## config.mk

```make
export PLATFORM = sky130hd
export DESIGN_NAME = fetch_unit
export DESIGN_NICKNAME = d
export VERILOG_FILES = /design/src/rtl/fetch_unit.sv
export SDC_FILE = /design/constraint.sdc
export NUM_CORES = 1
export LEC_CHECK = 0
export ABC_AREA = 1
export BUFFER_PORTS_ARGS = -buffer_cell sky130_fd_sc_hd__buf_2
export CELL_PAD_IN_SITES_DETAIL_PLACEMENT = 0
export CELL_PAD_IN_SITES_GLOBAL_PLACEMENT = 1
export CORE_ASPECT_RATIO = 0.9
export CORE_MARGIN = 8
export CORE_UTILIZATION = 35
export DETAILED_ROUTE_END_ITERATION = 10
export PLACE_DENSITY_LB_ADDON = 0.1
export SETUP_SLACK_MARGIN = 0.4
export SYNTH_ARGS = -nofsm -noshare
export SYNTH_HDL_FRONTEND = slang
export SYNTH_SLANG_ARGS = --single-unit
```

## constraint.sdc

```tcl
create_clock -name clk -period 2.29 [get_ports clk]
set_clock_uncertainty 0.15 [all_clocks]
set_input_delay 0.3435 -clock clk [delete_from_list [all_inputs] [get_ports clk]]
set_output_delay 0.3435 -clock clk [all_outputs]
set_load 0.01 [all_outputs]
```

## src/rtl/fetch_unit.sv

```systemverilog
// Instruction fetch stage: PC, combinational ROM address, registered instruction
// slot with valid/ready handshake, jump redirect/flush. Optional halt: FETCH_HALT_EN.
module fetch_unit #(
  parameter int               A_BITS   = 8,
  parameter int               D_BITS   = 32,
  parameter logic [A_BITS-1:0] RESET_PC = '0
) (
  input  logic              clk,
  input  logic              rst,
  output logic [A_BITS-1:0] rom_addr,
  input  logic [D_BITS-1:0] rom_data,
  output logic [D_BITS-1:0] instr,
  output logic [A_BITS-1:0] instr_pc,
  output logic              instr_valid,
  input  logic              instr_ready,
  input  logic              jump,
  input  logic [A_BITS-1:0] jump_addr,
  input  logic              halt,
  output logic              halted
);

  typedef enum logic {ST_FETCH, ST_HALTED} state_t;

  state_t              state_reg, state_next;
  logic [A_BITS-1:0]   pc_reg, pc_next;
  logic [D_BITS-1:0]   instr_reg, instr_next;
  logic [A_BITS-1:0]   instr_pc_reg, instr_pc_next;
  logic                valid_reg, valid_next;
  logic                slot_free;
  logic                halt_req;

`ifdef FETCH_HALT_EN
  assign halt_req = halt;
`else
  // Halt is ignored in this build; the port stays for interface compatibility.
  assign halt_req = 1'b0 & halt;
`endif

  assign slot_free = !valid_reg || instr_ready;

  always_ff @(posedge clk or negedge rst) begin
    if (!rst) begin
      state_reg    <= ST_FETCH;
      pc_reg       <= RESET_PC;
      instr_reg    <= '0;
      instr_pc_reg <= '0;
      valid_reg    <= 1'b0;
    end else begin
      state_reg    <= state_next;
      pc_reg       <= pc_next;
      instr_reg    <= instr_next;
      instr_pc_reg <= instr_pc_next;
      valid_reg    <= valid_next;
    end
  end

  always_comb begin
    state_next    = state_reg;
    pc_next       = pc_reg;
    instr_next    = instr_reg;
    instr_pc_next = instr_pc_reg;
    valid_next    = valid_reg;
    if (jump) begin
      // Redirect flushes the slot even if decode never took it.
      state_next = ST_FETCH;
      pc_next    = jump_addr;
      valid_next = 1'b0;
    end else begin
      case (state_reg)
        ST_FETCH: begin
          if (halt_req) begin
            state_next = ST_HALTED;
            if (slot_free) valid_next = 1'b0;
          end else if (slot_free) begin
            instr_next    = rom_data;
            instr_pc_next = pc_reg;
            valid_next    = 1'b1;
            pc_next       = pc_reg + A_BITS'(1);
          end
        end
        ST_HALTED: begin
          // Drain the pending instruction, never refill.
          if (slot_free) valid_next = 1'b0;
        end
        default: state_next = ST_FETCH;
      endcase
    end
  end

  assign rom_addr    = pc_reg;
  assign instr       = instr_reg;
  assign instr_pc    = instr_pc_reg;
  assign instr_valid = valid_reg;
  assign halted      = (state_reg == ST_HALTED);

endmodule

```

==> impl_metrics.csv <==
group,metric,value,unit
status,status,"finished, final reports clean",
route,detail_route.iter0.violations,48,
sta,fin_tns_setup,0,ns
cells_and_area,ff_latch_area,1230,um^2
cts,clk_latency,0.30,ns
cts,clk_root_buffer_cell,"sky130_fd_sc_hd__clkbuf_8",
sta,final-max-slew-violation-count,0,
route,vias,1831,
die,ioPinCount,95,
power_and_ir_drop,power_leakage,1.56,nW
place,dpl.hpwl,3990,um
cells_and_area,area_used_by_multi_input_combinational_logic,723,um^2
power_and_ir_drop,power.density,728,nW/um^2
cells_and_area,post_route_cells_drive_above_1_share,30.3,%
sta,setup_repair_after_global_routing_missed_its_margin,"no",
route,avgRoutedWirePerCell,13.5,um
sta,final-hold-violation-count,0,
cells_and_area,layout_common_cells,"sky130_fd_sc_hd__nand2_1 (130), sky130_fd_sc_hd__buf_2 (92), sky130_fd_sc_hd__dfrtp_1 (49)",
power_and_ir_drop,maximum_vdd_ir_drop,0.298,mV
cts,tritoncts_clock_tree,"yes",
worst_hold_path,hold_path_class,"in -> reg",
route,route.detailed.drc,0,
synth,netlist_instances,249,
synth,synth_seq_cells,49,
run,maxCapViolCount,0,
worst_setup_path,cp_data_arrival_time,1.60,ns
sta,worst-slew-pin-transition,0.573,ns
worst_setup_path,cpMaxStageDelayCell,"sky130_fd_sc_hd__dfrtp_1",
synth,syn_avg_cell_area,8.46,um^2
sta,max_clock_freq,662,MHz
global_route,grt_remaining_overflow,0,
synth,synth_async_sr_flop_share,100,%
cells_and_area,mostFrequentLayoutCell,"sky130_fd_sc_hd__nand2_1",
die,core_area,5980,um^2
worst_setup_path,critical_path.endpoint_type,"register",
synth,synth_warnings,0,
die,fp-row-count,27,
sta,setup-violations-final,0,
cells_and_area,largest_register_ff_count,32,
cells_and_area,flow.area_growth_from_synthesis,27.6,%
worst_setup_path,rr_startpoint,"instr_valid",
cells_and_area,final_core_utilization,45.0,%
worst_setup_path,cp_startpoint_kind,"register",
sta,worst_slew_margin_rel,61.8,%
global_route,grt_antenna_before_repair,0,
cts,cts_hold_buf,1,
synth,ys_dominant_reg_cell,"sky130_fd_sc_hd__dfrtp_1",
worst_setup_path,crit_path_max_fanout,13,
die,floorplan.initialDensity,35.2,%
route,drt_first_pass_iters,5,
global_route,globalRouteTotalUtil,12.9,%
synth,yosys.cell_types.count,17,
cts,cts.sinks,49,
global_route,grt_start_max_net_pins,47,
cells_and_area,layout.nets,388,
worst_setup_path,critical_path.cell_chain,"a21oi_4 -> buf_4 -> nand3_1 -> nand3_1",
place,placed_cells_incl_taps,406,
synth,post_synth_edffs,0,
synth,syn_nets,295,
die,dieHeight,89.6,um
cts,clock_path_buffers,2,
worst_hold_path,holdPathStages,3,
route,route.final.wire_length,5590,um
cells_and_area,final_cell_count_no_fill,415,
cells_and_area,n_fill_cell,628,
cts,tritoncts.num_buffers,5,
place,place_congestion,0.747,
worst_hold_path,worstHoldStart,"rom_data[25]",
die,die_x_extent,97.8,um
worst_setup_path,path_common_cell,"sky130_fd_sc_hd__nand3_1",
synth,cell_area_synth,2110,um^2
place,port-buffer-count,92,
cts,cts.repair.resized,0,
cts,clk_pin_slew,0.09,ns
route,vias_per_cell,4.41,
worst_hold_path,holdPathEnd,"instr[25]",
sta,finalCriticalPeriod,1.51,ns
cts,postCtsSetupRepairBufs,0,
worst_setup_path,timing.setup.critical_path_class,"reg -> reg",
worst_setup_path,reg2reg_slack,0.78,ns
worst_setup_path,req_time_crit_path,2.38,ns
sta,fin_crit_sh,66.0,%
worst_setup_path,timing.critical_path.slowest_cell_delay,0.44,ns
synth,synth_sequential_area_ratio,58.2,%
worst_setup_path,reg2regPathDepth,4,
global_route,grt_pass1_wl,8990,um
cells_and_area,number_of_antenna_cells_inserted,0,
route,postRouteAntennaNets,0,
global_route,first_global_vias,1846,
cts,htree_num_levels,2,
die,die_area,8760,um^2
worst_setup_path,r2r-end,"rom_addr[5]",
-- final cells by class --
class	count	share of cell area, %
flip-flops and latches	49	45.6
clock inverters	1	0.279
multi-input cells	174	26.9
inverters	16	2.23
clock buffers	7	2.84
well taps	72	3.35
repair buffers	96	18.8
-- report_power, final --
group          switching (mW)  total (mW)  internal (mW)
clock                   0.285       0.502          0.217
combinational           0.245       0.415          0.170
sequential             0.0684        1.04          0.971
total                   0.599        1.96           1.36
-- cells by family (layout without fill, tap and decap cells) --
| logic type | count (synthesis) | in the layout | share of synthesized area, % |
|---|---|---|---|
| AOI/OAI and AO/OA | 12 | 12 | 3.68 |
| buffers and inverters | 26 | 120 | 7.48 |
| adders and majority gates | 1 | 1 | 0.594 |
| other | 1 | 1 | 0.178 |
| and+or+nand+nor | 160 | 160 | 29.9 |
| DFF | 49 | 49 | 58.2 |
-- worst max path at each step --
stage,cells past startpoint,slack [ns],start,end
final,4,0.78,instr_valid,rom_addr[5]
after global routing,5,0.63,instr_valid,rom_addr[7]
after CTS,4,0.77,instr_valid,instr[17]
after detailed placement,6,0.59,jump,rom_addr[7]
after global placement,6,0.59,jump,rom_addr[7]
after floorplan,4,0.95,rom_addr[1],rom_addr[2]
-- through the flow --
stage	power, mW	cell area (um^2)	setup WS [ns]	hold WS, ns
2_1_floorplan	1.28	2110	0.949	-0.102
3_3_place_gp	1.48	2590	0.594	0.223
3_5_place_dp	1.48	2590	0.592	0.222
4_1_cts	1.99	2690	0.765	0.0714
5_1_grt	2.10	2690	0.631	0.0694
6_report	1.96	2690	0.779	0.0842
-- critical path, delay by kind of cell, from the launching register on --
family	cells	cell delay, ns
AO/OA/AOI/OAI	1	0.38
AND/OR/NAND/NOR	2	0.19
flip-flops	1	0.44
buffers and inverters	1	0.29
-- metal layers --
metal | track usage [%] | share of wire [%] | vias to the layer above
met2 | 20.5 | 44 | 56
met5 | 0 | 0 | -
met4 | 3.67 | 0.79 | 0
met1 | 16.1 | 48 | 828
met3 | 4.93 | 7.0 | 4
li1 | - | - | 943
-- synthesized netlist by cell type, types with 2 or more instances --
cell	number	area share, %
sky130_fd_sc_hd__a21oi_1	2	0.48
sky130_fd_sc_hd__buf_4	4	1.4
sky130_fd_sc_hd__buf_6	6	3.2
sky130_fd_sc_hd__dfrtp_1	49	58
sky130_fd_sc_hd__inv_1	16	2.9
sky130_fd_sc_hd__nand2_1	130	23
sky130_fd_sc_hd__nand3_1	15	3.6
sky130_fd_sc_hd__nor2_1	13	2.3
sky130_fd_sc_hd__o21ai_0	6	1.4
No activity file was read; power rests on OpenSTA's default activity.
